File: src/rtl/synthetic_mul_seq.sv
// Sequential chunked multiplier: OP_W operands cast to 8/16/32/64 bits, B consumed CHUNK_W bits per cycle.
// Define SYNTH_MUL_FLAGS_EN to add the registered out_ovf (CF/OF) flag.
module synthetic_mul_seq #(
  parameter int OP_W    = 32,
  parameter int CHUNK_W = 16,
  parameter int TAG_W   = 4
) (
  input  logic                clk,
  input  logic                rstn,
  input  logic                flush,
  input  logic                in_valid,
  output logic                in_ready,
  input  logic                in_signed,
  input  logic [1:0]          in_size,
  input  logic [OP_W-1:0]     in_a,
  input  logic [OP_W-1:0]     in_b,
  input  logic [TAG_W-1:0]    in_tag,
  output logic                out_valid,
  input  logic                out_ready,
  output logic [2*OP_W-1:0]   out_res,
  output logic [TAG_W-1:0]    out_tag
`ifdef SYNTH_MUL_FLAGS_EN
  ,
  output logic                out_ovf
`endif
);

  localparam int RES_W   = 2 * OP_W;
  localparam int MAX_NCH = OP_W / CHUNK_W;
  localparam int CNT_W   = $clog2(MAX_NCH + 1);

  typedef enum logic [1:0] {IDLE, MUL, FIX, DONE} state_t;

  state_t              state_reg;
  logic [RES_W-1:0]    a_sh_reg;
  logic [OP_W-1:0]     b_sh_reg;
  logic [RES_W-1:0]    acc_reg;
  logic [CNT_W-1:0]    idx_reg;
  logic [CNT_W-1:0]    last_reg;
  logic                neg_reg;
  logic [TAG_W-1:0]    tag_reg;
  logic                in_ready_reg;
  logic                out_valid_reg;
  logic [RES_W-1:0]    out_res_reg;
  logic [TAG_W-1:0]    out_tag_reg;

  // Per-size cast of the operands and chunk count; sizes wider than OP_W clamp to OP_W.
  logic [OP_W-1:0]     a_ext [4];
  logic [OP_W-1:0]     b_ext [4];
  logic [CNT_W-1:0]    nch_tab [4];

  genvar gi;
  generate
    for (gi = 0; gi < 4; gi++) begin : g_size
      localparam int SW  = ((8 << gi) < OP_W) ? (8 << gi) : OP_W;
      localparam int NCH = (SW + CHUNK_W - 1) / CHUNK_W;
      if (SW == OP_W) begin : g_full
        assign a_ext[gi] = in_a;
        assign b_ext[gi] = in_b;
      end else begin : g_part
        assign a_ext[gi] = {{(OP_W-SW){in_signed & in_a[SW-1]}}, in_a[SW-1:0]};
        assign b_ext[gi] = {{(OP_W-SW){in_signed & in_b[SW-1]}}, in_b[SW-1:0]};
      end
      assign nch_tab[gi] = CNT_W'(NCH);
    end
  endgenerate

  logic [OP_W-1:0]  a_sel, b_sel, mag_a, mag_b;
  logic             sign_a, sign_b;
  logic [RES_W-1:0] partial, acc_sum, fix_res;

  assign a_sel   = a_ext[in_size];
  assign b_sel   = b_ext[in_size];
  assign sign_a  = in_signed & a_sel[OP_W-1];
  assign sign_b  = in_signed & b_sel[OP_W-1];
  assign mag_a   = sign_a ? (~a_sel + OP_W'(1)) : a_sel;
  assign mag_b   = sign_b ? (~b_sel + OP_W'(1)) : b_sel;

  // a_sh_reg carries |A| pre-shifted to the weight of the current B chunk.
  assign partial = a_sh_reg * {{(RES_W-CHUNK_W){1'b0}}, b_sh_reg[CHUNK_W-1:0]};
  assign acc_sum = acc_reg + partial;
  assign fix_res = neg_reg ? (~acc_reg + RES_W'(1)) : acc_reg;

`ifdef SYNTH_MUL_FLAGS_EN
  logic [1:0] size_reg;
  logic       signed_reg;
  logic       out_ovf_reg;
  logic [3:0] ovf_tab;

  generate
    for (gi = 0; gi < 4; gi++) begin : g_ovf
      localparam int SW = ((8 << gi) < OP_W) ? (8 << gi) : OP_W;
      assign ovf_tab[gi] = signed_reg ? (fix_res[2*SW-1:SW] != {SW{fix_res[SW-1]}})
                                      : (|fix_res[2*SW-1:SW]);
    end
  endgenerate

  assign out_ovf = out_ovf_reg;
`endif

  always_ff @(posedge clk or negedge rstn) begin
    if (!rstn) begin
      state_reg     <= IDLE;
      a_sh_reg      <= '0;
      b_sh_reg      <= '0;
      acc_reg       <= '0;
      idx_reg       <= '0;
      last_reg      <= '0;
      neg_reg       <= 1'b0;
      tag_reg       <= '0;
      in_ready_reg  <= 1'b1;
      out_valid_reg <= 1'b0;
      out_res_reg   <= '0;
      out_tag_reg   <= '0;
`ifdef SYNTH_MUL_FLAGS_EN
      size_reg      <= '0;
      signed_reg    <= 1'b0;
      out_ovf_reg   <= 1'b0;
`endif
    end else if (flush) begin
      state_reg     <= IDLE;
      in_ready_reg  <= 1'b1;
      out_valid_reg <= 1'b0;
`ifdef SYNTH_MUL_FLAGS_EN
      out_ovf_reg   <= 1'b0;
`endif
    end else begin
      case (state_reg)
        IDLE: begin
          if (in_valid && in_ready_reg) begin
            a_sh_reg     <= {{OP_W{1'b0}}, mag_a};
            b_sh_reg     <= mag_b;
            acc_reg      <= '0;
            idx_reg      <= '0;
            last_reg     <= nch_tab[in_size] - CNT_W'(1);
            neg_reg      <= sign_a ^ sign_b;
            tag_reg      <= in_tag;
            in_ready_reg <= 1'b0;
            state_reg    <= MUL;
`ifdef SYNTH_MUL_FLAGS_EN
            size_reg     <= in_size;
            signed_reg   <= in_signed;
`endif
          end
        end
        MUL: begin
          acc_reg  <= acc_sum;
          a_sh_reg <= a_sh_reg << CHUNK_W;
          b_sh_reg <= b_sh_reg >> CHUNK_W;
          idx_reg  <= idx_reg + CNT_W'(1);
          if (idx_reg == last_reg) state_reg <= FIX;
        end
        FIX: begin
          out_res_reg   <= fix_res;
          out_tag_reg   <= tag_reg;
          out_valid_reg <= 1'b1;
          state_reg     <= DONE;
`ifdef SYNTH_MUL_FLAGS_EN
          out_ovf_reg   <= ovf_tab[size_reg];
`endif
        end
        DONE: begin
          if (out_ready) begin
            out_valid_reg <= 1'b0;
            in_ready_reg  <= 1'b1;
            state_reg     <= IDLE;
`ifdef SYNTH_MUL_FLAGS_EN
            out_ovf_reg   <= 1'b0;
`endif
          end
        end
        default: state_reg <= IDLE;
      endcase
    end
  end

  assign in_ready  = in_ready_reg;
  assign out_valid = out_valid_reg;
  assign out_res   = out_res_reg;
  assign out_tag   = out_tag_reg;

endmodule

File: config.mk
export PLATFORM = sky130hd
export DESIGN_NAME = synthetic_mul_seq
export DESIGN_NICKNAME = d
export VERILOG_FILES = /design/src/rtl/synthetic_mul_seq.sv
export SDC_FILE = /design/constraint.sdc
export NUM_CORES = 2
export LEC_CHECK = 0
export ABC_CLOCK_PERIOD_IN_PS = 6550
export BUFFER_PORTS_ARGS = -buffer_cell sky130_fd_sc_hd__clkbuf_2
export CAP_MARGIN = 10
export CORE_MARGIN = 2
export CORE_UTILIZATION = 55
export CTS_CLUSTER_DIAMETER = 100
export DETAILED_ROUTE_END_ITERATION = 10
export GPL_TIMING_DRIVEN = 0
export PLACE_DENSITY = 0.78
export SLEW_MARGIN = 15
export SYNTH_ARGS = -nofsm -noshare
export SYNTH_HDL_FRONTEND = slang
export SYNTH_SLANG_ARGS = --single-unit
File: constraint.sdc
create_clock -name clk -period 6.55 [get_ports clk]
set_input_delay 0.655 -clock clk [delete_from_list [all_inputs] [get_ports clk]]
set_output_delay 0.655 -clock clk [all_outputs]
set_load 0.01 [all_outputs]
==> metrics.log <==
INFO  metric drt-initial-drc-count = 4282
INFO  metric cts_tree = built
INFO  metric drc_markers = 0
INFO  metric synth_area = 41140 um2
INFO  metric critPathBufInv = 7
INFO  metric vias = about 36k
INFO  metric kind_of_path_behind_the_tightest_hold_check = input pin to async pin
INFO  metric grt.overflow.total = 0
INFO  metric criticalPathCategory = flip-flop to flip-flop
INFO  metric max-cap-violations = 0
INFO  metric portBuffers = 142
INFO  metric clock_insertion_delay_worst_skew = 610 ps
INFO  metric fillCellCount = between 5k and 6k
INFO  metric setup.worst_path.end_class = flip-flop
INFO  metric path_max_fanout = 6
INFO  metric report.final.hold_viol_count = 0
INFO  metric worst_setup_path_startpoint = b_sh_reg[3]
INFO  metric slew-limit-headroom = 0.09538
INFO  metric finalCritPeriodShare = 1.062
INFO  metric num_io_pins = approximately 150
INFO  metric yosysWarningCount = 0
INFO  metric ctsRootBufferMaster = sky130_fd_sc_hd__clkbuf_16
INFO  metric vias_in_the_first_global_route = around 37k
INFO  metric wl = approximately 150000 um
INFO  metric fmax = 0.1438 GHz
INFO  metric tightestPinTransition = approximately 1400 ps
INFO  metric synth_async_sr_flop_share = 1.000
INFO  metric cp-endpoint = acc_reg[54]
INFO  metric per_cell_routed_wire_length = 24.01 um
INFO  metric syn-mean-instance-area = approximately 8.5 um2
INFO  metric initial_antenna_violation_count = 11
INFO  metric setup-violations-final = 22
INFO  metric coreArea = ~74000 um2
INFO  metric report.final.slew_viol_count = 0
INFO  metric clkSlewWorstSetupHoldPaths = 60 ps
INFO  metric antenna_violating_nets_post_route = 0
INFO  metric fp.dieW = 277.5 um
INFO  metric die-area = between 70000 and 80000 um2
INFO  metric synth.lib_cells_used.distinct = 79
INFO  metric number_of_rows_in_the_core_area = 100
INFO  metric avgViaCountPerCell = 5.888
INFO  metric initial_core_util = 0.5544
INFO  metric setup.reg_to_reg.worst_slack = -410 ps
INFO  metric worst_path_most_repeated_cell = sky130_fd_sc_hd__fa_1
INFO  metric die_height = 277.5 um
INFO  metric nets = just over 6k
INFO  metric worst_r2r_path_depth = 26
INFO  metric final_setup_skew = 30.91 ps
INFO  metric ys.flop_type = sky130_fd_sc_hd__dfrtp_1
INFO  metric detail_route.first_pass.iterations = 7
INFO  metric outcome = finished, violations left
INFO  metric cts.path.max_buffers = 3
INFO  metric finalCoreUtilization = 0.6436
INFO  metric drive_above_1_share = 0.1575
INFO  metric setup_slack = -405.7 ps
INFO  metric cts_made_buffers = 34
INFO  metric syn-instance-count = 4835
INFO  metric areaGrowthSynthToFinish = 16.09%
INFO  metric violations_in_the_final_reports = setup timing
INFO  metric clock_sinks = 240
INFO  metric synth_enable_flop_cells = 0
INFO  metric place_hpwl = between 100000 and 150000 um
INFO  metric crit_required = 6970 ps
INFO  metric critPathTopFamily = adder cells
INFO  metric synth_nets = 5832
INFO  metric grt_start_max_net_pins = 86
INFO  metric cp_num_cells = 26
INFO  metric gp_routability_congestion = 0.9858
INFO  metric rr_endpoint = acc_reg[54]
INFO  metric number_of_levels_in_the_clock_h_tree = 2
INFO  metric globalRouteTotalUtil = 0.3865
INFO  metric synth_sequential_area_ratio = 0.1460
INFO  metric reg2reg_from = b_sh_reg[3]
INFO  metric wire_length_of_the_first_global_routing_pass = 222600 um
INFO  metric startpoint_type = flip-flop
INFO  metric postSynthRegisterBits = 240
INFO  metric finalWorstPathRequiredPeriod = slightly below 7000 ps
INFO  metric arrival = 7380 ps
INFO  metric grt_setup_unrepaired = yes
INFO  metric holdWs = roughly 40 ps
INFO  metric critical_path.slowest_cell = sky130_fd_sc_hd__dfrtp_4
INFO  metric crit_path_max_incr_delay = 590 ps
-- area by class of cell --
class	instances	area (um2)	share of cell area
Antenna cell	7	17.52	0.0003668
Buffer	245	1775	0.03718
Clock buffer	41	927.1	0.01941
Clock inverter	20	300.3	0.006288
Inverter	1060	3979	0.08332
Multi-Input combinational cell	3234	31260	0.6546
Sequential cell	240	6091	0.1275
Tap cell	969	1212	0.02539
Timing Repair Buffer	303	2192	0.04590
-- kinds of logic (layout without fill, tap and decap cells) --
group / after synthesis / after routing / share of synthesized area
AOI/OAI and AO/OA: 592 / 592 / 0.08778
DFF: 240 / 240 / 0.1460
and+or+nand+nor: 1507 / 1507 / 0.1670
xor gates and xnor gates: 199 / 199 / 0.04237
other: 0 / 7 / 0
muxes: 15 / 15 / 0.003924
adders and majority gates: 921 / 921 / 0.4287
buffers and inverters: 1361 / 1669 / 0.1243
-- Yosys cell counts (17+ instances only) --
| master | number | area (um2) |
|---|---|---|
| sky130_fd_sc_hd__fa_1 | 814 | 16300 |
| sky130_fd_sc_hd__a21oi_1 | 152 | 760.7 |
| sky130_fd_sc_hd__xnor2_1 | 145 | 1270 |
| sky130_fd_sc_hd__o31ai_1 | 35 | 262.8 |
| sky130_fd_sc_hd__nand3_1 | 111 | 555.5 |
| sky130_fd_sc_hd__a22o_1 | 27 | 236.5 |
| sky130_fd_sc_hd__xor2_1 | 54 | 473.0 |
| sky130_fd_sc_hd__nor2_1 | 78 | 292.8 |
| sky130_fd_sc_hd__ha_1 | 107 | 1339 |
| sky130_fd_sc_hd__nor3_1 | 17 | 85.08 |
| sky130_fd_sc_hd__and2_1 | 267 | 1670 |
| sky130_fd_sc_hd__o21ai_0 | 216 | 1081 |
| sky130_fd_sc_hd__nand2b_1 | 19 | 118.9 |
| sky130_fd_sc_hd__inv_1 | 1060 | 3979 |
| sky130_fd_sc_hd__a21o_1 | 32 | 240.2 |
| sky130_fd_sc_hd__clkbuf_1 | 289 | 1085 |
| sky130_fd_sc_hd__nand2_1 | 919 | 3450 |
| sky130_fd_sc_hd__dfrtp_1 | 239 | 5981 |
-- how the worst min path moves through the flow --
stage	from	to	cells past startpoint
after global routing	rstn	out_res[3]	2
after detailed placement	out_res[3]	out_res[3]	2
after CTS	rstn	out_res[4]	2
final	rstn	out_res[3]	2
after floorplan	rstn	a_sh_reg[0]	0
after global placement	out_res[14]	out_res[14]	2
-- through the flow --
step	TNS, ps	instance area (um2)	instances	setup WS, ps
after global placement	-126900	43090	5946	-2120
after detailed placement	-62180	43210	5950	-2159
after global routing	-7949	47750	6116	-551.9
after CTS	-2455	47070	6072	-353.7
after floorplan	-0.9845	41170	4835	-0.9845
final	-5027	47750	6119	-405.7
-- cells in the final DEF, fill, tap and decap left out, types with 16 or more instances in the layout --
cell type and count:
sky130_fd_sc_hd__o31ai_1 34, sky130_fd_sc_hd__nand2_2 16, sky130_fd_sc_hd__a21o_1 32, sky130_fd_sc_hd__a22o_1 27, sky130_fd_sc_hd__xnor2_1 139, sky130_fd_sc_hd__fa_2 24
sky130_fd_sc_hd__clkbuf_2 178, sky130_fd_sc_hd__dfrtp_1 178, sky130_fd_sc_hd__clkbuf_8 25, sky130_fd_sc_hd__clkbuf_4 53, sky130_fd_sc_hd__buf_4 141, sky130_fd_sc_hd__and2_1 260
sky130_fd_sc_hd__buf_6 19, sky130_fd_sc_hd__clkbuf_16 49, sky130_fd_sc_hd__inv_2 36, sky130_fd_sc_hd__nand2b_1 19, sky130_fd_sc_hd__nor2_1 74, sky130_fd_sc_hd__nand2_1 895
sky130_fd_sc_hd__nand3_1 108, sky130_fd_sc_hd__o21ai_0 190, sky130_fd_sc_hd__inv_1 1024, sky130_fd_sc_hd__a21oi_1 133, sky130_fd_sc_hd__ha_1 71, sky130_fd_sc_hd__ha_4 34
sky130_fd_sc_hd__o21ai_1 33, sky130_fd_sc_hd__xor2_1 53, sky130_fd_sc_hd__clkbuf_1 92, sky130_fd_sc_hd__fa_1 790, sky130_fd_sc_hd__dfrtp_2 58
-- layer usage --
| layer | track usage | wire (um) | vias to the layer above |
|---|---|---|---|
| li1 | - | - | 14980 |
| met1 | 0.4884 | 51600 | 17810 |
| met2 | 0.5662 | 62320 | 2608 |
| met3 | 0.1412 | 21240 | 625 |
| met4 | 0.2386 | 11680 | 8 |
| met5 | 0 | 54 | - |
-- what timing repair did --
item	in CTS	in global routing
setup buffers	110	41
setup endpoints to repair	51	30
gates resized for setup	521	152
pin swaps	107	67
gates cloned	5	1
hold buffers	0	0
Power is left out: the tool's default activity adds up to more than one toggle a clock period on the data nets, which glitch-free logic cannot reach.
